## config.mk

```make
export PLATFORM = sky130hd
export DESIGN_NAME = reg_file_np
export DESIGN_NICKNAME = d
export VERILOG_FILES = /design/src/rtl/reg_file_np.sv
export SDC_FILE = /design/constraint.sdc
export NUM_CORES = 1
export LEC_CHECK = 0
export BUFFER_PORTS_ARGS = -buffer_cell sky130_fd_sc_hd__buf_2
export CAP_MARGIN = 20
export CORE_ASPECT_RATIO = 0.9
export CORE_MARGIN = 2
export CORE_UTILIZATION = 55
export CTS_BUF_LIST = sky130_fd_sc_hd__clkbuf_16
export DETAILED_ROUTE_END_ITERATION = 16
export PLACE_DENSITY = 0.73
export SLEW_MARGIN = 20
export SYNTH_ARGS = -nofsm -noshare
export SYNTH_HDL_FRONTEND = slang
export SYNTH_SLANG_ARGS = --single-unit
export TNS_END_PERCENT = 1
```

## constraint.sdc

```tcl
create_clock -name clk -period 2.3 [get_ports clk]
set_input_delay 0.345 -clock clk [delete_from_list [all_inputs] [get_ports clk]]
set_output_delay 0.345 -clock clk [all_outputs]
set_load 0.02 [all_outputs]
```

## src/rtl/reg_file_np.sv

```systemverilog
// rtl/reg_file_np.sv - multi-port register file with byte enables, zero register and write bypass

module reg_file_np #(
  parameter int WIDTH    = 16,
  parameter int DEPTH    = 8,
  parameter int AW       = $clog2(DEPTH),
  parameter int ZERO_REG = 1,
  parameter int BYPASS   = 1
) (
  input  logic             clk,
  input  logic             CLR,
  input  logic             CE,
  input  logic             WE,
  input  logic [AW-1:0]    WA,
  input  logic [WIDTH/8-1:0] BE,
  input  logic [WIDTH-1:0] WD,
  input  logic [AW-1:0]    RA1,
  input  logic [AW-1:0]    RA2,
  output logic [WIDTH-1:0] RD1,
  output logic [WIDTH-1:0] RD2
);

  localparam int NB = WIDTH / 8;

  logic [WIDTH-1:0] mem_q [DEPTH];
  logic [WIDTH-1:0] mem_d [DEPTH];
  logic             wr_cond;
  logic             wr_commit;
  logic [WIDTH-1:0] merged;

  // Merge write data into the currently stored word, byte by byte.
  function automatic logic [WIDTH-1:0] merge_bytes(
    input logic [WIDTH-1:0] old_word,
    input logic [WIDTH-1:0] new_word,
    input logic [NB-1:0]    be
  );
    logic [WIDTH-1:0] res;
    res = old_word;
    for (int k = 0; k < NB; k++) begin
      if (be[k]) res[8*k +: 8] = new_word[8*k +: 8];
    end
    return res;
  endfunction

  // Resolve one read port: zero register first, then bypass, then storage.
  function automatic logic [WIDTH-1:0] read_port(
    input logic [AW-1:0]    ra,
    input logic [WIDTH-1:0] stored,
    input logic [WIDTH-1:0] bypass_word,
    input logic             wr_active,
    input logic [AW-1:0]    wa
  );
    logic [WIDTH-1:0] res;
    if ((ZERO_REG != 0) && (ra == '0)) begin
      res = '0;
    end else if ((BYPASS != 0) && wr_active && (ra == wa)) begin
      res = bypass_word;
    end else begin
      res = stored;
    end
    return res;
  endfunction

  // Write qualification and the merged word that a commit would store.
  always_comb begin
    wr_cond   = CLR && CE && WE;
    wr_commit = wr_cond && !((ZERO_REG != 0) && (WA == '0));
    merged    = merge_bytes(mem_q[WA], WD, BE);
  end

  // Next-state for the storage array: only the addressed word may change.
  always_comb begin
    for (int i = 0; i < DEPTH; i++) begin
      mem_d[i] = mem_q[i];
    end
    if (wr_commit) begin
      mem_d[WA] = merged;
    end
  end

  // Storage update; active-low synchronous clear overrides CE and WE.
  always_ff @(posedge clk) begin
    for (int i = 0; i < DEPTH; i++) begin
      if (!CLR) mem_q[i] <= '0;
      else      mem_q[i] <= mem_d[i];
    end
  end

  // Two independent combinational read ports.
  always_comb begin
    RD1 = read_port(RA1, mem_q[RA1], merged, wr_cond, WA);
    RD2 = read_port(RA2, mem_q[RA2], merged, wr_cond, WA);
  end

endmodule

```

======== Word-level counts from Yosys, hierarchy flattened ========
Memory sizes are Yosys's and may differ from the RTL's.
Cells that the tools add are included.
word-level totals
  register bits ........................... 0
  bits in writable memories ............... 128
  bits of input ports ..................... 31
  output and inout bits ................... 32
  word-level logic and storage cells ...... 44
  memories kept ........................... 1
cells by class
  order comparisons ....................... 2
  equality and inequality tests ........... 2
  muxes and demuxes ....................... 20
  bitwise logic cells ..................... 9
  reductions and logical operators ........ 10
memories
  memory  depth  bits a word  rd ports  clocked after memory_dff  wr ports  line  source
  mem_q   8      16           11        0                         8         25    logic [WIDTH-1:0] mem_q [DEPTH];
operators with widths
  cell                                                                          count
  16-bit two-way mux                                                            13
  128-bit bitwise mux                                                           1
  128-bit two-way mux                                                           1
  16-bit demux with 3-bit select                                                1
  8-bit two-way mux                                                             2
  3-bit zero test                                                               3
  1-bit OR                                                                      8
  3-bit equality test                                                           2
  1-bit logical AND                                                             6
  4-bit >= comparator, second input constant                                    1
  4-bit by 1-bit less-than comparator with 1-bit output, second input constant  1
  3-bit inverter with 4-bit output                                              1
  1-bit two-way mux                                                             2
  1-bit zero test                                                               1

======== Depth between registers and ports, before layout ========
  depth after elaboration ................. 8
  gate-level depth with buffers ........... 8

======== Worst setup path after synthesis ========
OpenSTA, ideal clock, no wires.
  path type ............................... input -> output
  start ................................... input port WA[1]
  end ..................................... output port RD1[10]
  arrival ................................. 1.878 ns
  required time ........................... 1.955 ns
  setup slack ............................. 0.077 ns
  cell stages on the path ................. 7
  buffers on the path ..................... 3
  cell sequence ........................... buf_6 > buf_6 > xor2_1 > nor4_4 > buf_2 > a211oi_1 > a211oi_1
on the way
  word-level cells in the longest chain between the ends .. 4
  elaborated cells on any way between the ends .. 6
RTL lines
  item                                                                  line    source
  start, declared                                                       14      input logic [AW-1:0] WA,
  memory read 8 x 16 bit / 3-bit equality test (equally long branches)  -
  8-bit two-way mux / 1-bit logical AND (equally long branches)         40, 56
  16-bit two-way mux (*)                                                56      end else if ((BYPASS != 0) && wr_active && (ra == wa)) begin
  16-bit two-way mux (*)                                                54      if ((ZERO_REG != 0) && (ra == '0)) begin
  end, declared                                                         19      output logic [WIDTH-1:0] RD1,
Every way passes the cells marked *; elsewhere a longest branch is shown, timed or not.

==> out/qor.csv <==
metric,value,unit
syn_avg_cell_area,9.93,sq um
dieArea,14800,sq um
slew_headroom,39.4,%
cts_buffers,17,
run_status,"complete, but fails checks",
wirelength,26500,um
power_density,569,nW/um^2
largest_reg_flops,128,
hold_buffers,0,
p_comb_share,14.3,%
swShare,26.6,%
antenna_found_initial,0,
tritoncts,done,
area_growth,25.9,%
grt-ovfl-total,0,
die_width,128,um
grt_pass1_vias,7358,
finalCritPeriodShare,103,%
fin_util,71.4,%
synthesis.area,7600,sq um
required,1.96,ns
power,0.00545,W
synthArstFlopShare,0,%
ir_drop,0.561,mV
hold_ws,0.282,ns
start_util,56.7,%
violations,negative setup slack,
internal-power,0.00400,W
finalMaxSlewViolations,0,
wire_per_inst,24.9,um
synth-seq-area-share,33.7,%
worstSetupStartpointType,flip-flop,
finalHoldViolCount,0,
synth_edf_count,0,
place_congestion,0.988,
worstPathArrival,2.02,ns
h-tree-depth,4,
num_rows,40,
cp_max_fo,4,
fin_crit,2.37,ns
largestRegisters,mem_q x128,
fmax,423,MHz
place_hpwl,18100,um
drcViolationCount,0,
portBuffers,62,
worstSetupPathType,flip-flop to output pin,
finalSetupViolCount,10,
regMostFlops,mem_q,
core_area,13400,sq um
clock_skew,0.00445,ns
clockBufferDepth,2,
diodes,0,
finish.net_count,916,
drtPass1Iterations,5,
netSwitchingPower,0.00145,W
setup_ws,-0.0662,ns
grt_pass1_wl,40800,um
netlist_instances,766,
synth_cell_types,41,
clkLatencyLatePin,0.43,ns
synth_ff_type,dfxtp_1,
seq_power_share,41.5,%
ant_nets,0,
cts_sinks,128,
maxCapViolations,0,
dieHeight,116,um
drt_iter0_drc,1185,
clockPowerShare,44.2,%
ctsRootBufferMaster,clkbuf_16,
drive_above_1_share,42.2,%
setup.worst_path.end_class,output pin,
syn-num-nets,797,
rsz0062_at_grt,yes,
track_usage,36.8,%
post-place-ws,-0.244,ns
tightest_slew,0.907,ns
io_pins,63,
clk_pin_slew,0.06,ns
via_per_inst,7.10,
ys_ff_latch,128,
cellLeakagePower,3.64,nW
yosysWarningCount,0,
grt_max_degree,68,
hold_path_class,input pin to flip-flop,
via_count,7551,
stage by stage:
step	area, sq um	setup TNS (ns)	cells
6_report	9580	-0.245	1064
3_5_place_dp	8780	-3.73	1032
2_1_floorplan	7600	0	766
4_1_cts	9410	-0.331	1062
5_1_grt	9580	-1.13	1064
3_3_place_gp	8770	-3.60	1032
logic make-up after synthesis:
kind of cell    Yosys count  share of synthesized area, %
compound gates          256                          21.5
simple gates            176                          12.5
flops                   128                          33.7
mux                     114                          26.2
buf+inv                  86                          5.45
xor+xnor                  6                         0.691
cell usage after synthesis (all sizes together) (18+ instances only):
cell,count,area [sq um]
a211oi,33,248
a21oi,18,90.1
a22oi,20,150
and2,19,119
buf,36,226
clkbuf,45,169
dfxtp,128,2560
mux2,48,544
mux4,63,1420
nand3,117,586
nor2b,19,119
o21ai,140,731
layer usage:
| metal | track usage (%) | vias to the layer above | routed length, um | part of all wire [%] |
|---|---|---|---|---|
| li1 | - | 3243 | - | - |
| met4 | 15.3 | 0 | 1080 | 4.1 |
| met2 | 58.4 | 590 | 12200 | 46 |
| met5 | 0 | - | 0 | 0 |
| met3 | 10.2 | 114 | 3320 | 13 |
| met1 | 48.0 | 3604 | 9850 | 37 |
worst paths after layout:
| check | cells past startpoint | to | slack, ns | startpoint |
|---|---|---|---|---|
| hold reg to reg | 2 | mem_q[6][13] | 0.48 | mem_q[6][13] |
| setup reg to reg | 5 | mem_q[1][5] | 0.69 | mem_q[7][5] |
| hold / removal | 3 | mem_q[6][8] | 0.28 | WD[8] |
| setup / recovery | 5 | RD1[14] | -0.07 | mem_q[3][14] |
critical path: stages, from the launching register on:
cell and delay (ns):
dfxtp_4 0.35, mux4_2 0.48, nor2b_4 0.15, a211oi_2 0.29
a211oi_2 0.11, buf_4 0.22
layout by cell type (no fill, tap or decap), types with 13 or more instances in the layout:
| master | count |
|---|---|
| a211oi_1 | 19 |
| a211oi_2 | 14 |
| a21oi_1 | 15 |
| a22oi_1 | 20 |
| and2_1 | 19 |
| buf_2 | 47 |
| buf_4 | 108 |
| clkbuf_16 | 17 |
| dfxtp_1 | 114 |
| dfxtp_2 | 13 |
| mux2_2 | 46 |
| mux4_2 | 63 |
| nand3_1 | 117 |
| nor2b_1 | 17 |
| o21ai_0 | 111 |
| o21ai_1 | 18 |
power groups by stage:
stage | clock network (W) | logic, W | registers (W)
2_1_floorplan | 0 | 0.000402 | 0.00230
3_3_place_gp | 0 | 0.000695 | 0.00231
3_5_place_dp | 0 | 0.000711 | 0.00231
4_1_cts | 0.00242 | 0.000732 | 0.00226
5_1_grt | 0.00252 | 0.000809 | 0.00227
6_report | 0.00241 | 0.000779 | 0.00227
layout make-up:
| type | instances | area, sq um |
|---|---|---|
| tap | 168 | 210 |
| multi-input combinational | 552 | 4810 |
| clock buffer | 17 | 425 |
| clock inverter | 13 | 83.8 |
| fill | 961 | 3830 |
| timing repair buffer | 181 | 1450 |
| sequential | 128 | 2580 |
| inverter | 5 | 18.8 |
timing repair:
action | 4_1_cts | 5_1_grt
resized for setup | 35 | 51
buffers inserted | 0 | 4
hold endpoints to repair | 0 | 0
pin swaps | 7 | 6
setup endpoints to repair | 32 | 32
cloned | 0 | 0
Note: power is estimated with default switching activity, not from simulation.
